[src/rtl/tmds_decoder_align_if.sv]
// Bus between a 1:10 deserializer channel and its TMDS word aligner/decoder.
// The deserializer side drives the raw words; the decoder returns pixel, control and lock status.
interface tmds_decoder_align_if;
   logic [9:0] din;
   logic [7:0] dout;
   logic       c0;
   logic       c1;
   logic       vde;
   logic       locked;
   logic [3:0] bit_offset;

   modport master (output din, input dout, c0, c1, vde, locked, bit_offset);
   modport slave  (input din, output dout, c0, c1, vde, locked, bit_offset);
endinterface

[src/rtl/tmds_decoder_align.sv]
// TMDS receive channel: finds the 10-bit word boundary from runs of control tokens,
// then decodes TMDS words back to 8-bit pixel data, c0/c1 and vde.
module tmds_decoder_align #(
   parameter int unsigned CTRL_RUN  = 16,
   parameter int unsigned TIMEOUT_W = 22
) (
   input  logic                 pix_clk,
   input  logic                 rst_n,
   tmds_decoder_align_if.slave  bus
);

   localparam int unsigned      RUN_W   = $clog2(CTRL_RUN + 1);
   localparam logic [RUN_W-1:0] RUN_MAX = RUN_W'(CTRL_RUN);
   localparam logic [3:0]       OFF_MAX = 4'd9;

   typedef enum logic {SEARCH = 1'b0, LOCKED = 1'b1} state_e;

   state_e               state_q, state_d;
   logic [9:0]           din_d_q;
   logic [9:0]           w_q, w_d;
   logic [3:0]           bit_offset_q, bit_offset_d;
   logic [RUN_W-1:0]     run_cnt_q, run_cnt_d;
   logic [TIMEOUT_W-1:0] to_cnt_q, to_cnt_d;
   logic [1:0]           discard_q, discard_d;
   logic                 locked_q, locked_d;
   logic [7:0]           dout_q, dout_d;
   logic                 c0_q, c0_d;
   logic                 c1_q, c1_d;
   logic                 vde_q, vde_d;

   logic [19:0]          cat;
   logic                 is_ctrl;
   logic [1:0]           ctrl_val;
   logic [7:0]           qx;
   logic [7:0]           dec;
   logic                 hit;
   logic                 wrap;

   // Select the 10-bit window spanning the previous and current raw words.
   always_comb begin
      cat = {bus.din, din_d_q};
      w_d = 10'(cat >> bit_offset_q);
   end

   // Control token classification, {c1,c0} in ctrl_val.
   always_comb begin
      is_ctrl  = 1'b1;
      ctrl_val = 2'b00;
      case (w_q)
         10'h354: ctrl_val = 2'b00;
         10'h0AB: ctrl_val = 2'b01;
         10'h154: ctrl_val = 2'b10;
         10'h2AB: ctrl_val = 2'b11;
         default: is_ctrl  = 1'b0;
      endcase
   end

   // TMDS data decode: undo the optional inversion, then the XOR/XNOR chain.
   always_comb begin
      qx     = w_q[9] ? ~w_q[7:0] : w_q[7:0];
      dec    = '0;
      dec[0] = qx[0];
      for (int i = 1; i < 8; i++) begin
         dec[i] = w_q[8] ? (qx[i] ^ qx[i-1]) : ~(qx[i] ^ qx[i-1]);
      end
   end

   // Run/timeout tracking and lock FSM; a completed run outranks a timeout on the same edge.
   always_comb begin
      state_d      = state_q;
      run_cnt_d    = run_cnt_q;
      to_cnt_d     = to_cnt_q + TIMEOUT_W'(1);
      discard_d    = discard_q;
      bit_offset_d = bit_offset_q;
      hit          = 1'b0;
      wrap         = &to_cnt_q;

      if (discard_q != 2'd0) begin
         discard_d = discard_q - 2'd1;
      end else if (is_ctrl) begin
         run_cnt_d = (run_cnt_q == RUN_MAX) ? run_cnt_q : run_cnt_q + RUN_W'(1);
         hit       = (run_cnt_d == RUN_MAX);
      end else begin
         run_cnt_d = '0;
      end

      unique case (state_q)
         SEARCH: if (hit) state_d = LOCKED;
         LOCKED: if (!hit && wrap) state_d = SEARCH;
         default: state_d = SEARCH;
      endcase

      if (hit) begin
         to_cnt_d = '0;
      end else if (wrap) begin
         bit_offset_d = (bit_offset_q == OFF_MAX) ? 4'd0 : bit_offset_q + 4'd1;
         run_cnt_d    = '0;
         discard_d    = 2'd2;
      end

      locked_d = (state_d == LOCKED);
   end

   // Output formatting follows the lock state that becomes visible on this edge.
   always_comb begin
      dout_d = '0;
      vde_d  = 1'b0;
      c0_d   = c0_q;
      c1_d   = c1_q;
      if (!locked_d) begin
         c0_d = 1'b0;
         c1_d = 1'b0;
      end else if (is_ctrl) begin
         c0_d = ctrl_val[0];
         c1_d = ctrl_val[1];
      end else begin
         vde_d  = 1'b1;
         dout_d = dec;
      end
   end

   always_ff @(posedge pix_clk) begin
      if (!rst_n) begin
         state_q      <= SEARCH;
         din_d_q      <= '0;
         w_q          <= '0;
         bit_offset_q <= '0;
         run_cnt_q    <= '0;
         to_cnt_q     <= '0;
         discard_q    <= '0;
         locked_q     <= 1'b0;
         dout_q       <= '0;
         c0_q         <= 1'b0;
         c1_q         <= 1'b0;
         vde_q        <= 1'b0;
      end else begin
         state_q      <= state_d;
         din_d_q      <= bus.din;
         w_q          <= w_d;
         bit_offset_q <= bit_offset_d;
         run_cnt_q    <= run_cnt_d;
         to_cnt_q     <= to_cnt_d;
         discard_q    <= discard_d;
         locked_q     <= locked_d;
         dout_q       <= dout_d;
         c0_q         <= c0_d;
         c1_q         <= c1_d;
         vde_q        <= vde_d;
      end
   end

   assign bus.dout       = dout_q;
   assign bus.c0         = c0_q;
   assign bus.c1         = c1_q;
   assign bus.vde        = vde_q;
   assign bus.locked     = locked_q;
   assign bus.bit_offset = bit_offset_q;

endmodule

[src/flat_wrapper.sv]
// flat-port wrapper written by rule: the top's interface ports become plain ports
module tmds_decoder_align_flat 
#(
   parameter int unsigned CTRL_RUN  = 16,
   parameter int unsigned TIMEOUT_W = 22
)
  (pix_clk, rst_n, bus_din, bus_dout, bus_c0, bus_c1, bus_vde, bus_locked, bus_bit_offset);
  tmds_decoder_align_if bus_i ();
  input  logic pix_clk;
  input  logic rst_n;
  input wire logic [$bits(bus_i.din)-1:0] bus_din;
  output wire logic [$bits(bus_i.dout)-1:0] bus_dout;
  output wire logic [$bits(bus_i.c0)-1:0] bus_c0;
  output wire logic [$bits(bus_i.c1)-1:0] bus_c1;
  output wire logic [$bits(bus_i.vde)-1:0] bus_vde;
  output wire logic [$bits(bus_i.locked)-1:0] bus_locked;
  output wire logic [$bits(bus_i.bit_offset)-1:0] bus_bit_offset;
  assign bus_i.din = bus_din;
  assign bus_dout = bus_i.dout;
  assign bus_c0 = bus_i.c0;
  assign bus_c1 = bus_i.c1;
  assign bus_vde = bus_i.vde;
  assign bus_locked = bus_i.locked;
  assign bus_bit_offset = bus_i.bit_offset;
  tmds_decoder_align #(.CTRL_RUN(CTRL_RUN), .TIMEOUT_W(TIMEOUT_W)) u_core (.pix_clk(pix_clk), .rst_n(rst_n), .bus(bus_i));
endmodule
[config.mk]
export PLATFORM = sky130hd
export DESIGN_NAME = tmds_decoder_align_flat
export DESIGN_NICKNAME = d
export VERILOG_FILES = /design/src/rtl/tmds_decoder_align_if.sv /design/src/rtl/tmds_decoder_align.sv /design/src/flat_wrapper.sv
export SDC_FILE = /design/constraint.sdc
export NUM_CORES = 1
export LEC_CHECK = 0
export ABC_AREA = 1
export ABC_CLOCK_PERIOD_IN_PS = 2900
export CORE_MARGIN = 1
export CORE_UTILIZATION = 45
export DETAILED_ROUTE_END_ITERATION = 16
export SLEW_MARGIN = 20
export SYNTH_ARGS = -nofsm -noshare
export SYNTH_HDL_FRONTEND = slang
export SYNTH_SLANG_ARGS = --single-unit
[constraint.sdc]
create_clock -name pix_clk -period 2.9 [get_ports pix_clk]
set_input_delay 0.87 -clock pix_clk [delete_from_list [all_inputs] [get_ports pix_clk]]
set_output_delay 0.87 -clock pix_clk [all_outputs]
set_load 0.01 [all_outputs]
==> Word level (Yosys, flattened, before mapping) <==
Cells that the tools add are included.
{ "word_totals": {"latch_bits": 0, "wordCells": 76, "reg_bits": 65, "rom_bits": 0, "output_inout_bits": 16, "inputBits": 12, "ram_bits": 0, "n_memories": 0} }
{ "classes": {"n_bitwise": 19, "n_reduce_logical": 9, "order_cmp": 0, "add_sub_neg": 4, "mux": 25, "n_div": 0, "n_eq_ne": 7, "shift": 1, "n_mul": 0} }
{ "op_table": {"columns": ["cell", "count"], "rows": [
  ["5-bit two-way mux", 5],
  ["23-bit AND reduction", 1],
  ["22-bit by 1-bit adder with 22-bit output, second input constant", 1],
  ["22-bit AND reduction", 1],
  ["10-bit == test, second input constant", 2],
  ["20-bit by 4-bit right shift with 10-bit output", 1],
  ["1-bit two-way mux", 13],
  ["1-bit inverter", 11],
  ["10-bit by 8-bit == test with 1-bit output, second input constant", 1],
  ["10-bit by 9-bit == test with 1-bit output, second input constant", 1],
  ["5-bit == test, second input constant", 2],
  ["8-bit two-way mux", 1],
  ["8-bit inverter", 1],
  ["1-bit XOR", 7],
  ["2-bit two-way mux", 3],
  ["2-bit case mux with 3 select lines", 1],
  ["5-bit by 1-bit adder with 5-bit output, second input constant", 1],
  ["4-bit by 1-bit adder with 4-bit output, second input constant", 1],
  ["4-bit == test, second input constant", 1],
  ["4-bit two-way mux", 1],
  ["4-bit OR reduction", 1],
  ["3-bit OR reduction", 1],
  ["1-bit case mux with 2 select lines", 1],
  ["2-bit AND reduction", 1],
  ["other kinds (5)", 5]
]} }

==> Longest topological paths before layout <==
{ "depth": {"depth_word": 11, "mapped_depth": 13, "ltp_nobuf": 13} }

==> Worst setup path before layout <==
OpenSTA, ideal clock, no wires.
{ "synth_path": {"kind": "input port to flip-flop", "from": "input bus_din[1]", "to": "register u_core.w_q[1]", "setup_ns": 0.132, "stages": 7, "required_time_ns": 2.768, "path_buffers": 0, "t_arrival_ns": 1.585, "setup_slack_ns": 1.182, "path_cell_list": "or2_2 > o21ai_0 > nand2_1 > o21ai_0 > o21ai_0 > nand2_1 > a21oi_1"} }
{ "synth_via": {"elab_chain_cells": 1} }
{ "synth_rtl": {"columns": ["element", "line", "rtl"], "rows": [
  ["start: declaration", "flat_wrapper.sv:11", "input wire logic [$bits(bus_i.din)-1:0] bus_din;"],
  ["20-bit by 4-bit right shift with 10-bit output", "tmds_decoder_align.sv:42", "w_d = 10'(cat >> bit_offset_q);"],
  ["end signal: assignment", "tmds_decoder_align.sv:139", "w_q <= w_d;"],
  ["end: declaration", "tmds_decoder_align.sv:20", "logic [9:0] w_q, w_d;"]
]} }
No other way between the ends.
A chain may end at the register's enable or synchronous reset.

==> Worst setup path in the final report <==
{ "layout_path": {"from": "register u_core.bit_offset_q[2], in the netlist u_core.bus.bit_offset[2]", "to": "output bus_bit_offset[2]"} }
{ "layout_rtl": {"columns": ["element", "line", "rtl"], "rows": [
  ["start: declaration", "tmds_decoder_align.sv:21", "logic [3:0] bit_offset_q, bit_offset_d;"],
  ["start signal: assignment", "tmds_decoder_align.sv:140", "bit_offset_q <= bit_offset_d;"],
  ["end: declaration", "flat_wrapper.sv:17", "output wire logic [$bits(bus_i.bit_offset)-1:0] bus_bit_offset;"]
]} }
No word-level cell between the ends.

==> impl_metrics.py <==
metrics = {
    "job": {
        "drv_cap": 0,
    },
    "global_route": {
        "grt_first_pass_wirelength_um": 12600,
        "antenna_found_initial": 0,
        "globalRouteTotalUtil_pct": 19.0,
        "grt_remaining_overflow": 0,
        "pin_count_of_the_biggest_net_entering_global_routing": 24,
        "number_of_global_route_vias_before_repair": 2761,
    },
    "yosys": {
        "synth_cell_type_count": 39,
        "syn-mean-instance-area_um2": 6.97,
        "ys_seq_elements": 65,
        "synth_edf_count": 0,
        "synthFlopType": "sky130_fd_sc_hd__dfxtp_1",
        "post_synth_instance_area_mm2": 0.00349,
        "synth_fp_nets": 522,
        "yosysWarningCount": 0,
        "post_synthesis_async_set_or_reset_flop_share_pct": 0,
        "synth-seq-area-share_pct": 37.3,
        "synthesis.instances": 501,
    },
    "timing": {
        "count_of_endpoints_failing_hold_in_the_final_timing_report": 0,
        "worst_clock_skew_ns": 0.0107,
        "timing.final.max_slew_violations": 0,
        "relSlewSlack_pct": 61.5,
        "setup_repair_after_global_routing_missed_its_margin": "no",
        "final.setup.tns_ns": 0,
        "finalWorstPathRequiredPeriod_ns": 2.51,
        "report.final.setup_viol": 0,
        "max_freq_ghz": 0.399,
        "post-route-period-util_pct": 86.4,
        "worst-slew-pin-transition_ns": 0.576,
    },
    "clock_network": {
        "cts_made_buffers": 9,
        "cts_tree": "done",
        "cts_htree_levels": 3,
        "post_cts.resized_instances": 0,
        "tritoncts_num_sinks": 65,
        "ctsLongestPathBuffers": 2,
        "cts_setup_buffers": 0,
        "cts.hold.buffers_added": 0,
        "clock-root-buffer": "sky130_fd_sc_hd__clkbuf_8",
        "clkLatencyLatePin_ns": 0.34,
        "cts.reportedPaths.clkPinSlew_ns": 0.07,
    },
    "critical_path": {
        "cp.buffers_inverters": 1,
        "crit_chain": "clkdlybuf4s50_1",
        "critical_path.max_fanout": 17,
        "crit_path_slowest_cell": "sky130_fd_sc_hd__dfxtp_1",
        "setup.worst_path.start": "u_core.bus.bit_offset[2]",
        "r2r-start": "u_core.bus.bit_offset[0]",
        "crit_required_ns": 2.03,
        "crit_path_start_kind": "register",
        "critical-path-top-delay-family": "flip-flops",
        "timing.critical_path.slowest_cell_delay_ns": 0.66,
        "reg2reg_slack_ns": 0.90,
        "cp.arrival_ns": 1.64,
        "worst-setup-path-type": "register to output pin",
        "timing.critical_path.to_type": "output pin",
    },
    "drt": {
        "routed_wire_length_per_instance_um": 11.3,
        "final_ant_viol_nets": 0,
        "totalWireLength_um": 7110,
        "remaining_drc_errors": 0,
        "drt_pre_antenna_iters": 4,
        "via_per_inst": 4.82,
        "vias": 3034,
        "first_iter_violations": 125,
    },
    "worst_hold_path": {
        "min-delay-path-class": "register to register",
        "min-delay-start": "u_core.to_cnt_q[0]",
    },
    "cells_and_area": {
        "post_route_cells_drive_above_1_share_pct": 9.79,
        "area_growth_from_synthesis_to_layout_pct": 15.4,
        "layout.cells.non_filler": 630,
        "finalNetCount": 547,
        "num_antenna_cells": 0,
        "number_of_filler_cells_placed_in_the_layout": 731,
    },
    "floorplanning": {
        "die_area_mm2": 0.00811,
        "die_width_um": 90.1,
        "core_mm2": 0.00737,
        "fp-row-count": 31,
        "floorplan.io_pins": 28,
        "initial_core_util_pct": 47.4,
        "floorplan.die.height_um": 90.1,
    },
    "pwr": {
        "power_mw": 1.79,
        "pwr_density_cell_mw_per_mm2": 446,
        "maximum_resistive_drop_on_vdd_uv": 317,
        "static-leakage-power_nw": 1.74,
    },
    "placed_design": {
        "buffer_ports.inserted": 27,
        "gpl.final_weighted_congestion": 0.849,
        "detailed_place_hpwl_um": 5150,
        "placed_cells_incl_taps": 614,
    },
    "status": {
        "status": "finished, final reports clean",
    },
}
==> synth_stat cells (2+ instances only) <==
library cell | n | area share, %
sky130_fd_sc_hd__a21oi_2 | 3 | 0.75
sky130_fd_sc_hd__inv_2 | 3 | 0.32
sky130_fd_sc_hd__nand3_2 | 3 | 0.86
sky130_fd_sc_hd__o21ai_0 | 32 | 4.6
sky130_fd_sc_hd__a21oi_1 | 22 | 3.2
sky130_fd_sc_hd__nand2_1 | 127 | 14
sky130_fd_sc_hd__nor2_1 | 52 | 5.6
sky130_fd_sc_hd__buf_2 | 8 | 1.1
sky130_fd_sc_hd__clkbuf_1 | 7 | 0.75
sky130_fd_sc_hd__nand4_1 | 8 | 1.4
sky130_fd_sc_hd__o211ai_1 | 3 | 0.65
sky130_fd_sc_hd__nand2_2 | 2 | 0.36
sky130_fd_sc_hd__nor3_1 | 8 | 1.1
sky130_fd_sc_hd__or2_2 | 8 | 1.4
sky130_fd_sc_hd__nor2_4 | 6 | 1.9
sky130_fd_sc_hd__ha_1 | 9 | 3.2
sky130_fd_sc_hd__a31oi_1 | 5 | 0.90
sky130_fd_sc_hd__inv_1 | 58 | 6.2
sky130_fd_sc_hd__dfxtp_1 | 65 | 37
sky130_fd_sc_hd__nor2_2 | 3 | 0.54
sky130_fd_sc_hd__xor2_1 | 16 | 4.0
sky130_fd_sc_hd__xnor2_1 | 9 | 2.3
sky130_fd_sc_hd__nand3_1 | 28 | 4.0
==> final timing paths <==
check	to	cells past startpoint
min	u_core.to_cnt_q[0]	1
min reg2reg	u_core.to_cnt_q[0]	1
max	bus_bit_offset[2]	1
max reg2reg	u_core.w_q[1]	8
==> power by group <==
group	switching [mW]	internal (mW)
clock network	0.350	0.414
logic	0.0609	0.0483
registers	0.0120	0.909
==> layout by cell type (no fill, tap or decap), drive strengths merged <==
master,instances
nand3b,1
or2,9
dfxtp,65
nor3b,1
and3,1
o21ai,33
ha,9
inv,62
o32ai,1
clkbuf,10
buf,5
a21oi,25
clkinvlp,1
nand2,129
a31oi,5
bufinv,1
nor2,61
nor3,9
o211ai,3
xnor2,9
o22ai,1
or3,1
nand4,9
nor4b,1
o21a,1
clkdlybuf4s50,27
clkinv,4
nand3,31
xor2,16
==> cells by family after synthesis <==
group | Yosys count | synth area share (%)
simple gates | 253 | 33.1
fa+ha+maj | 9 | 3.23
flops | 65 | 37.3
compound gates | 69 | 10.8
xor+xnor | 25 | 6.27
buf+inv | 80 | 9.29
==> state kept, by name, indices dropped and copies added, names as in the netlist <==
signal	flops
u_core.bus.bit_offset	4
u_core.bus.c0	1
u_core.bus.c1	1
u_core.bus.dout	8
u_core.bus.vde	1
u_core.din_d_q	10
u_core.discard_q	2
u_core.run_cnt_q	5
u_core.state_q	1
u_core.to_cnt_q	22
u_core.w_q	10
==> per-layer routing <==
| layer | vias to the layer above | routed length (um) | track usage [%] |
|---|---|---|---|
| met5 | - | 0 | 0 |
| met4 | 0 | 124 | 7.80 |
| met3 | 13 | 243 | 3.64 |
| met2 | 52 | 3020 | 28.4 |
| met1 | 1335 | 3730 | 26.6 |
| li1 | 1634 | - | - |
==> through the flow <==
stage                     setup slack (ns)  util (%)  hold slack [ns]  area, um2
after floorplan                       1.18         -            0.417       3490
after global placement               0.585      52.0            0.428       3830
after detailed placement             0.549      52.0            0.442       3830
after CTS                            0.398      54.7            0.453       4030
after global routing                 0.298      54.7            0.487       4030
final                                0.395      54.7            0.452       4030
==> final cells by class <==
type                    count  area (um2)  area share (%)
inverters                  62         235            5.84
well taps                  99         124            3.08
multi-input cells         356        1860            46.3
flip-flops and latches     65        1300            32.3
clock inverters             6        57.6            1.43
clock buffers              10         138            3.42
repair buffers             32         308            7.64
Power figures use the tool's default switching activity.
